<file path="config.mk">
export PLATFORM = sky130hd
export DESIGN_NAME = throw_sequencer
export DESIGN_NICKNAME = d
export VERILOG_FILES = /design/src/rtl/variable_pkg.sv /design/src/rtl/speed_charger.sv /design/src/rtl/throw_sequencer.sv
export SDC_FILE = /design/constraint.sdc
export NUM_CORES = 1
export LEC_CHECK = 0
export ABC_AREA = 1
export BUFFER_PORTS_ARGS = -buffer_cell sky130_fd_sc_hd__buf_2
export CORE_UTILIZATION = 44
export CTS_BUF_LIST = sky130_fd_sc_hd__clkbuf_16
export DETAILED_ROUTE_END_ITERATION = 7
export GPL_TIMING_DRIVEN = 0
export PLACE_DENSITY = 0.67
export REMOVE_ABC_BUFFERS = 1
export SLEW_MARGIN = 20
export SYNTH_ARGS = -nofsm -noshare
export SYNTH_HDL_FRONTEND = slang
export SYNTH_SLANG_ARGS = --single-unit
</file>
<file path="constraint.sdc">
create_clock -name clk60MHz -period 3.57 [get_ports clk60MHz]
set_input_delay 0.5355 -clock clk60MHz [delete_from_list [all_inputs] [get_ports clk60MHz]]
set_output_delay 0.5355 -clock clk60MHz [all_outputs]
set_load 0.03 [all_outputs]
</file>
<file path="src/rtl/variable_pkg.sv">
// Shared player ids, hit-point limit and FSM state type
// for the throw sequencer and its speed charger.
package variable_pkg;

  localparam logic PLAYER_1 = 1'b0;
  localparam logic PLAYER_2 = 1'b1;

  localparam logic [6:0] HP_MAX = 7'd100;

  typedef enum logic [2:0] {
    ST_IDLE,
    ST_CHARGE,
    ST_LAUNCH,
    ST_FLIGHT,
    ST_SETTLE,
    ST_OVER
  } seq_state_t;

  // hp above HP_MAX means the 7-bit counter wrapped below zero
  function automatic logic hp_dead(input logic [6:0] hp);
    return (hp == 7'd0) || (hp > HP_MAX);
  endfunction

endpackage

</file>
<file path="src/rtl/speed_charger.sv">
// Throw-speed register: divider-paced saturating charge,
// direct load for remote throws, and the charging flag.
module speed_charger
  import variable_pkg::*;
#(
  parameter int CHARGE_DIV = 1_000_000,
  parameter int MIN_SPEED  = 1
) (
  input  logic       clk_i,
  input  logic       rst_i,
  input  logic       clr_i,
  input  logic       en_i,
  input  logic       load_i,
  input  logic [4:0] load_val_i,
  output logic [4:0] speed_o,
  output logic       charging_o
);

  localparam int DW = (CHARGE_DIV > 1) ? $clog2(CHARGE_DIV) : 1;

  logic [DW-1:0] div_q;
  logic [4:0]    speed_q;
  logic          charging_q;
  logic          wrap;

  always_comb begin
    wrap = (div_q == DW'(CHARGE_DIV - 1));
  end

  always_ff @(posedge clk_i) begin
    if (rst_i) begin
      div_q      <= '0;
      speed_q    <= '0;
      charging_q <= 1'b0;
    end else begin
      charging_q <= clr_i | en_i;
      if (clr_i) begin
        speed_q <= 5'(MIN_SPEED);
        div_q   <= '0;
      end else if (load_i) begin
        speed_q <= load_val_i;
      end else if (en_i) begin
        if (wrap) begin
          div_q <= '0;
          if (speed_q != 5'd31) speed_q <= speed_q + 5'd1;
        end else begin
          div_q <= div_q + DW'(1);
        end
      end
    end
  end

  assign speed_o    = speed_q;
  assign charging_o = charging_q;

endmodule

</file>
<file path="src/rtl/throw_sequencer.sv">
// Turn/throw FSM for the two-player projectile game.
// FLIGHT_TIMEOUT_EN adds a FLIGHT watchdog that forces SETTLE.
module throw_sequencer
  import variable_pkg::*;
#(
  parameter int CHARGE_DIV     = 1_000_000,
  parameter int SETTLE_CYCLES  = 30_000_000,
`ifdef FLIGHT_TIMEOUT_EN
  parameter int FLIGHT_TIMEOUT = 120_000_000,
`endif
  parameter int MIN_SPEED      = 1
) (
  input  logic       clk60MHz,
  input  logic       rst,
  input  logic       local_player,
  input  logic       btn_throw,
  input  logic       in_throw_flag,
  input  logic [4:0] in_speed,
  input  logic       end_throw,
  input  logic [6:0] hp_player1,
  input  logic [6:0] hp_player2,
  output logic       turn,
  output logic       throw_flag,
  output logic [4:0] speed,
  output logic       charging,
  output logic       game_over,
  output logic       winner
);

  localparam int SW = (SETTLE_CYCLES > 0) ? $clog2(SETTLE_CYCLES + 1) : 1;

  seq_state_t    state_q;
  logic          turn_q;
  logic          throw_flag_q;
  logic          game_over_q;
  logic          winner_q;
  logic          armed_q;
  logic [SW-1:0] settle_cnt_q;

  logic local_turn, chg_clr, chg_en, rem_load;
  logic p1_dead, p2_dead, flight_done;

`ifdef FLIGHT_TIMEOUT_EN
  localparam int FW = $clog2(FLIGHT_TIMEOUT + 1);
  logic [FW-1:0] flight_cnt_q;
`endif

  always_comb begin
    local_turn = (turn_q == local_player);
    chg_clr    = (state_q == ST_IDLE) && local_turn
               && armed_q && btn_throw;
    chg_en     = (state_q == ST_CHARGE) && btn_throw;
    rem_load   = (state_q == ST_IDLE) && !local_turn
               && in_throw_flag;
    p1_dead    = hp_dead(hp_player1);
    p2_dead    = hp_dead(hp_player2);
`ifdef FLIGHT_TIMEOUT_EN
    flight_done = end_throw
                || (flight_cnt_q == FW'(FLIGHT_TIMEOUT - 1));
`else
    flight_done = end_throw;
`endif
  end

  speed_charger #(
    .CHARGE_DIV (CHARGE_DIV),
    .MIN_SPEED  (MIN_SPEED)
  ) u_charger (
    .clk_i      (clk60MHz),
    .rst_i      (rst),
    .clr_i      (chg_clr),
    .en_i       (chg_en),
    .load_i     (rem_load),
    .load_val_i (in_speed),
    .speed_o    (speed),
    .charging_o (charging)
  );

  always_ff @(posedge clk60MHz) begin
    if (rst) begin
      state_q      <= ST_IDLE;
      turn_q       <= PLAYER_1;
      throw_flag_q <= 1'b0;
      game_over_q  <= 1'b0;
      winner_q     <= PLAYER_1;
      armed_q      <= 1'b0;
      settle_cnt_q <= '0;
`ifdef FLIGHT_TIMEOUT_EN
      flight_cnt_q <= '0;
`endif
    end else begin
      throw_flag_q <= 1'b0;
      unique case (state_q)
        ST_IDLE: begin
          if (!btn_throw) armed_q <= 1'b1;
          if (chg_clr) begin
            state_q <= ST_CHARGE;
          end else if (rem_load) begin
            state_q <= ST_FLIGHT;
`ifdef FLIGHT_TIMEOUT_EN
            flight_cnt_q <= '0;
`endif
          end
        end
        ST_CHARGE: begin
          if (!btn_throw) state_q <= ST_LAUNCH;
        end
        ST_LAUNCH: begin
          throw_flag_q <= 1'b1;
          state_q      <= ST_FLIGHT;
`ifdef FLIGHT_TIMEOUT_EN
          flight_cnt_q <= '0;
`endif
        end
        ST_FLIGHT: begin
          if (flight_done) begin
            state_q      <= ST_SETTLE;
            settle_cnt_q <= '0;
          end
`ifdef FLIGHT_TIMEOUT_EN
          else begin
            flight_cnt_q <= flight_cnt_q + FW'(1);
          end
`endif
        end
        ST_SETTLE: begin
          // hit points are judged only on the first settle cycle
          if (settle_cnt_q == '0 && (p1_dead || p2_dead)) begin
            state_q     <= ST_OVER;
            game_over_q <= 1'b1;
            unique case (1'b1)
              p1_dead && p2_dead:  winner_q <= turn_q;
              p1_dead && !p2_dead: winner_q <= PLAYER_2;
              !p1_dead && p2_dead: winner_q <= PLAYER_1;
            endcase
          end else if (settle_cnt_q == SW'(SETTLE_CYCLES)) begin
            turn_q  <= ~turn_q;
            state_q <= ST_IDLE;
            armed_q <= 1'b0;
          end else begin
            settle_cnt_q <= settle_cnt_q + SW'(1);
          end
        end
        ST_OVER: ;
        default: state_q <= ST_IDLE;
      endcase
    end
  end

  assign turn       = turn_q;
  assign throw_flag = throw_flag_q;
  assign game_over  = game_over_q;
  assign winner     = winner_q;

endmodule

</file>
After elaboration in Yosys (flattened, before gate mapping)
Index checks and enable logic that the tools add are counted.
{ "word_totals": {"out_inout_bits": 10, "ff_bits": 59, "wordCells": 98, "inputBits": 25} }
{ "classes": {"n_eq_ne": 17, "n_reduce_logical": 37, "magnitude_cmp": 2, "add_sub_neg": 3, "bitwise": 5, "n_mux": 23} }
{ "ops": {"columns": ["cell", "n"], "rows": [
  ["2-to-1 mux 25 bit", 3],
  ["case mux 25 bit (2 select lines)", 1],
  ["adder 25 x 1 -> 25 bit, second input constant", 1],
  ["== test 25 bit, second input constant", 1],
  ["logical NOT 25 bit", 1],
  ["adder 20 x 1 -> 20 bit, second input constant", 1],
  ["== test 20 bit, second input constant", 1],
  ["2-to-1 mux 20 bit", 1],
  ["2-to-1 mux 5 bit", 4],
  ["2-to-1 mux 3 bit", 6],
  ["case mux 3 bit (6 select lines)", 1],
  ["> comparator 7 bit, second input constant", 2],
  ["logical NOT 7 bit", 2],
  ["!= test 2 bit, second input constant", 6],
  ["logical AND 1 bit", 10],
  ["nonzero test 2 bit", 5],
  ["AND reduction 3 bit", 3],
  ["nonzero test 3 bit", 3],
  ["AND reduction 4 bit", 2],
  ["== test 3 x 2 -> 1 bit, second input constant", 2],
  ["== test 3 bit, second input constant", 2],
  ["adder 5 x 1 -> 5 bit, second input constant", 1],
  ["2-to-1 mux 1 bit", 5],
  ["!= test 5 bit, second input constant", 1],
  ["14 further kinds", 22]
]} }

Logic depth before layout (Yosys ltp)
Gate-level depths: netlist of run 1.
{ "depth": {"depth_word": 7, "ltp_mapped": 16, "depth_no_buf": 16} }

Cells and area by module
From an unflattened synthesis of run 1, not the netlist that was laid out.
{ "unflattened": {"hier_cells": 662, "hier_area_um2": 4091.4} }
{ "modules_own_cells": {"columns": ["mod", "area_per_inst_um2", "n_inst", "seq_area_each_um2", "cells_each"], "rows": [
  ["throw_sequencer", 2529.9, 1, 660.6, 420],
  ["speed_charger", 1561.5, 1, 520.5, 242]
]} }

Least setup slack after synthesis of run 1
Ideal clock, no wire load.
{ "synth_path": {"path_kind": "in2reg", "from": "input port hp_player1[3]", "to": "register settle_cnt_q[0]", "arrival_time_ns": 2.276, "path_stages": 16, "setup_ns": 0.066, "setup_slack_ns": 1.228, "t_required_ns": 3.504, "path_buffers": 1, "path_cell_list": "or2_2 -> nor3_1 -> nand2_1 -> o21ai_0 -> inv_1 -> ha_1 -> nor2_1 -> nand2_1 -> nor2_1 -> nand2_1 -> nor2_2 -> a21oi_2 -> nand2_4 -> buf_6 -> nand2_1 -> a21oi_2"} }
{ "synth_via": {"elab_chain_cells": 6, "word_cells_on_any_way": 7, "classes_between": "order compare (1); eq/ne (1); reduce/logical (5)"} }
{ "synth_lines": {"columns": ["item", "line", "rtl"], "rows": [
  ["start: declaration", "throw_sequencer.sv:20", "input logic [6:0] hp_player1,"],
  ["> comparator 7 bit or logical NOT 7 bit (tied branches)", "variable_pkg.sv:21", "return (hp == 7'd0) || (hp > HP_MAX);"],
  ["logical OR 1 bit *", "variable_pkg.sv:21", null],
  ["logical OR 1 bit *", "throw_sequencer.sv:128", "if (settle_cnt_q == '0 && (p1_dead || p2_dead)) begin"],
  ["logical AND 1 bit *", "throw_sequencer.sv:128", null],
  ["!= test 2 bit (no line) *", null, null],
  ["AND reduction 4 bit (no line) *", null, null],
  ["end signal: assignment", "throw_sequencer.sv:141", "settle_cnt_q <= settle_cnt_q + SW'(1);"],
  ["end: declaration", "throw_sequencer.sv:38", "logic [SW-1:0] settle_cnt_q;"]
]} }
Mark *: on every way between the ends. The rest lies on a longest branch, timed or not.
A chain may end at the register's enable or synchronous reset.

Final worst setup path of run 1
{ "layout_path": {"from": "input port hp_player1[3]", "to": "register settle_cnt_q[9]"} }
Same word-level chain as after synthesis.

==> flow_summary.yaml, run 1 <==
run_status:
  status: "finished clean"
clock_tree:
  cts-resized-gates: 0
  numCtsBuffers: 9
  cts_buffer_depth: 2
  clk-insertion-delay-late_ns: 0.34
  cts_max_level: 3
  post-cts-setup-buffers: 0
  clk_root_buffer_cell: "clkbuf_16"
  clock-sinks: 59
  cts_hold_buffers: 0
  path_clk_slew_ns: 0.06
  cts_tree: "done"
global_route:
  grt_start_max_net_pins: 31
  grt_usage: 0.219
  grt_overflow: 0
  antenna_found_initial: 0
  grt_pass1_vias: 3477
  grt_pass1_wl_microns: 15400
timing:
  setup_slack_ns: 0.819
  slew_viol_final: 0
  min_period_ns: 2.75
  fin_skew_ns: 0.00838
  slew_headroom: 0.486
  tightestPinTransition_ns: 0.770
  hold_viol: 0
  grt_setup_unrepaired: "false"
  fmax_mhz: 364
  setup_viol: 0
  fin_crit_sh: 0.771
  finalSetupTns_ns: 0
finish:
  layout_common_cells: "nand2_1, nor2_1, inv_1, dfxtp_1, nand3_1"
  nets: 683
  post-route-cell-area_sq_um: 4300
  layout-drive-gt1-share: 0.120
  final_common_cell: "nand2_1"
  final_cells: 761
  diodes: 0
  area_growth_pct: 14.2
routing:
  final_antenna_net_count: 0
  drc: 0
  vias: 3924
  drtPass1Iterations: 4
  via_per_inst: 5.16
  wl_per_cell_microns: 12.1
  first_iter_violations: 198
  routed_wl_microns: 9200
placement:
  dpl_cell_area_sq_um: 4000
  dp_slack_ns: 0.431
  place.gp.congestion: 0.939
  dpl.hpwl_microns: 6850
  numPortBuffers: 34
  placed_cells: 745
critical_path:
  crit_chain: "buf_2, or2_2, nor3_1, o21ai_0, inv_1, ha_1, nor2_1, nand2_1, nor2_1, nand2_1, nor2_2, a21oi_2, nand2_4, nand2_1, a21oi_1"
  startpoint_type: "input pin"
  endpoint_kind: "flop"
  critPathSlowestCell: "a21oi_2"
  required_ns: 3.76
  cpPeakStageDelay_ns: 0.60
  arrival_ns: 2.94
  cp_max_fo: 25
  rrSetupSlack_ns: 1.22
  worstSetupPathType: "in2reg"
  critPathTopFamily: "simple AND/OR/NAND/NOR gates"
  cp_common_cell: "nand2_1"
  cp_num_buf_inv: 2
yosys:
  synth-seq-cells: 59
  synth_top_area_frac: 0.314
  synthCells: 617
  avgSynthCellArea_sq_um: 6.10
  synth_area_sq_um: 3760
  ys_types: 35
  ys_warn_count: 0
  synth_area_leaders: "dfxtp_1, nand2_1, nor2_1"
  synth_top_area_cell: "dfxtp_1"
  ys_seq_area_frac: 0.314
pwr:
  power_w: 0.00217
  power.leakage_nw: 1.72
  max-vdd-ir-drop_mv: 0.307
  power_density_nw_per_um2: 506
job:
  max_cap_violations: 0
die:
  die_w_microns: 94.5
  num_rows: 33
  dieArea_sq_um: 8920
  core_area_sq_um: 8260
  die_y_microns: 94.5
  start_util: 0.455
  ioPinCount: 35
hold_path:
  hold_path.class: "reg2reg"
[through the flow]
stage                     hold slack, ns   util
after floorplan                    0.438      -
after CTS                          0.464  0.520
after global routing               0.478  0.520
final                              0.459  0.520
after global placement             0.450  0.484
after detailed placement           0.456  0.484
[cell type report]
| class | instances | area [sq um] |
|---|---|---|
| well taps | 105 | 131 |
| clock inverters | 7 | 76.3 |
| flip-flops and latches | 59 | 1180 |
| multi-input cells | 481 | 2260 |
| repair buffers | 34 | 170 |
| fillers | 844 | 3960 |
| inverters | 66 | 248 |
| clock buffers | 9 | 225 |
[Yosys cell counts (all sizes together)]
cell,count
buf,7
nand2,177
inv,66
a32oi,1
o211ai,3
nand3b,6
nor2,122
xor2,5
nor3b,5
ha,7
xnor2,1
and3,2
o31ai,1
a21oi,43
nand4,9
or2,7
o21bai,1
nor3,17
nor4,2
clkbuf,4
o21ai,16
nand3,56
dfxtp,59
[worst min-delay path, delay by kind of cell (launching register included)]
kind / cells / cell delay, ns
AO/OA/AOI/OAI: 1 / 0.05
buffers and inverters: 1 / 0.05
flip-flops: 1 / 0.32
[final timing paths]
kind                                        end       startpoint  cells past startpoint
worst min register to register          armed_q          armed_q                      2
worst max-delay path            settle_cnt_q[9]    hp_player1[3]                     15
worst max register to register  settle_cnt_q[9]  settle_cnt_q[0]                     10
worst min-delay path                    armed_q          armed_q                      2
[where the power goes]
part | switching [W] | internal (W)
clock | 0.000347 | 0.000545
sequential | 0.0000526 | 0.000710
combinational | 0.000362 | 0.000158
[sequential cells by signal, summed over array words and instances (netlist names), 3 cells and up]
register and count:
settle_cnt_q 25, u_charger.div_q 20, u_charger.speed_o 5, state_q 3
[metal layers]
layer,GRT usage,part of all wire,vias up
met5,0,0,-
met4,0.0896,0.015,0
met1,0.269,0.46,1792
met2,0.380,0.48,74
met3,0.0346,0.043,10
li1,-,-,2048
[cell families after synthesis]
kind of cell / after synthesis / synth area share
AOI/OAI and AO/OA: 65 / 0.0928
xor gates and xnor gates: 6 / 0.0140
adders and majority gates: 7 / 0.0233
buffers and inverters: 77 / 0.0838
DFF: 59 / 0.314
and+or+nand+nor: 403 / 0.472
(Power assumes the default switching activity.)
==> inputs of run 2 (changes only) <==
Settings changed: PLACE_DENSITY 0.67 to 0.69.
Clock period 3.57 ns to 2.4 ns, I/O delays scaled along.
==> flow_summary.yaml, run 2 (synthesized netlist as in run 1, its figures left out) <==
clock_tree:
  cts_buffer_depth: 2
  numCtsBuffers: 9
  cts_hold_buffers: 0
  path_clk_slew_ns: 0.06
  cts_max_level: 3
  clk-insertion-delay-late_ns: 0.33
  clk_root_buffer_cell: "clkbuf_16"
  cts_tree: "done"
  clock-sinks: 59
critical_path:
  cp_max_fo: 6
  required_ns: 2.59
  crit_chain: "buf_2, or2_2, nor3_2, nand2_1, o21ai_0, inv_1, ha_1, nor2_1, nand2_1, nor2_1, nand2_1, nor2_4, a21oi_4, buf_4, nand3_1, a21oi_1"
  worstSetupPathType: "in2reg"
  arrival_ns: 2.35
  startpoint_type: "input pin"
  regToRegEndpoint: "u_charger.div_q[15]"
  rrSetupSlack_ns: 0.30
  endpoint_kind: "flop"
  critPathSlowestCell: "or2_2"
  rr_worst_depth: 9
  timing.rr.start: "state_q[2]"
  cp_common_cell: "nand2_1"
  cpPeakStageDelay_ns: 0.31
timing:
  hold_viol: 0
  slew_headroom: 0.595
  fmax_mhz: 463
  grt_setup_unrepaired: "false"
  tightestPinTransition_ns: 0.608
  holdWs_ns: 0.323
  min_period_ns: 2.16
  fin_crit_sh: 0.899
  fin_skew_ns: 0.00792
  setup_viol: 0
  slew_viol_final: 0
pwr:
  max-vdd-ir-drop_mv: 0.454
  power.leakage_nw: 1.74
  power_density_nw_per_um2: 757
global_route:
  grt_overflow: 0
  grt_pass1_vias: 3568
  antenna_found_initial: 0
  grt_start_max_net_pins: 31
  grt_usage: 0.220
  grt_pass1_wl_microns: 15700
die:
  dieArea_sq_um: 8920
  num_rows: 33
  core_area_sq_um: 8260
  start_util: 0.455
  die_y_microns: 94.5
  ioPinCount: 35
  die_w_microns: 94.5
finish:
  multiInputGateArea_sq_um: 2330
  layout-drive-gt1-share: 0.127
  largest_register_ffs: 25
  area_growth_pct: 16.1
  layout_common_cells: "nand2_1, nor2_1, inv_1, dfxtp_1, nand3_1"
  diodes: 0
  nets: 687
  final_common_cell: "nand2_1"
  largest-register: "settle_cnt_q"
  final_util: 0.529
  n_fill_cell: 828
  seqCellArea_sq_um: 1180
routing:
  drtPass1Iterations: 5
  final_antenna_net_count: 0
  drc: 0
  via_per_inst: 5.22
  vias: 3993
  wl_per_cell_microns: 12.6
  first_iter_violations: 216
  routed_wl_microns: 9610
run_status:
  status: "finished clean"
placement:
  dpl.hpwl_microns: 6830
  numPortBuffers: 34
  place.gp.congestion: 0.894
hold_path:
  worst_hold_path.endpoint: "u_charger.speed_o[0]"
  min_from: "in_speed[0]"
  worstHoldPathCells: 3
  hold_path.class: "in2reg"
job:
  max_cap_violations: 0
run 2: layout make-up:
type / instances / share of cell area
multi-input combinational: 484 / 0.533
timing repair buffer: 35 / 0.0407
clock inverter: 7 / 0.0178
tap: 105 / 0.0301
sequential: 59 / 0.270
inverter: 66 / 0.0567
clock buffer: 9 / 0.0516
run 2: power by group:
part	switching [W]	internal (W)	total, W
registers	0.0000805	0.00106	0.00114
logic	0.000604	0.000257	0.000860
clock network	0.000498	0.000810	0.00131
total	0.00118	0.00212	0.00330
run 2: timing repair:
action,in CTS,in global routing
pin swaps,0,2
buffers inserted,0,1
gates cloned,0,3
endpoints found under the setup margin,25,25
resized for setup,1,4
run 2: through the flow:
stage | instances | cell area [sq um] | total power, W | setup TNS (ns) | worst slack [ns]
CTS | 761 | 4310 | 0.00325 | 0 | 0.0393
detailed placement | 745 | 4000 | 0.00193 | -12.60 | -0.524
floorplan | 606 | 3690 | 0.00172 | 0 | 0.0881
global route | 765 | 4370 | 0.00349 | 0 | 0.0328
finish | 765 | 4370 | 0.00330 | 0 | 0.242
global placement | 745 | 4000 | 0.00192 | -11.87 | -0.482
run 2: worst max-delay path: cells and delay by family:
family / cells / cell delay, ns
adders and majority gates: 1 / 0.20
AOI/OAI and AO/OA: 3 / 0.33
buffers and inverters: 3 / 0.38
and+or+nand+nor: 9 / 1.07
run 2: worst max path at each step:
stage	start	end	slack, ns
6_report	hp_player1[3]	settle_cnt_q[23]	0.24
5_1_grt	hp_player1[3]	settle_cnt_q[23]	0.03
4_1_cts	hp_player1[3]	settle_cnt_q[1]	0.04
3_5_place_dp	hp_player1[3]	settle_cnt_q[4]	-0.52
3_3_place_gp	hp_player1[3]	settle_cnt_q[24]	-0.48
2_1_floorplan	hp_player1[3]	settle_cnt_q[0]	0.09
run 2: per-layer routing:
layer	wire, microns	global-route usage	up-vias	part of all wire
li1	-	-	2064	-
met1	4530	0.274	1827	0.47
met2	4520	0.370	91	0.47
met3	432	0.0523	11	0.045
met4	125	0.0770	0	0.013
met5	0	0	-	0
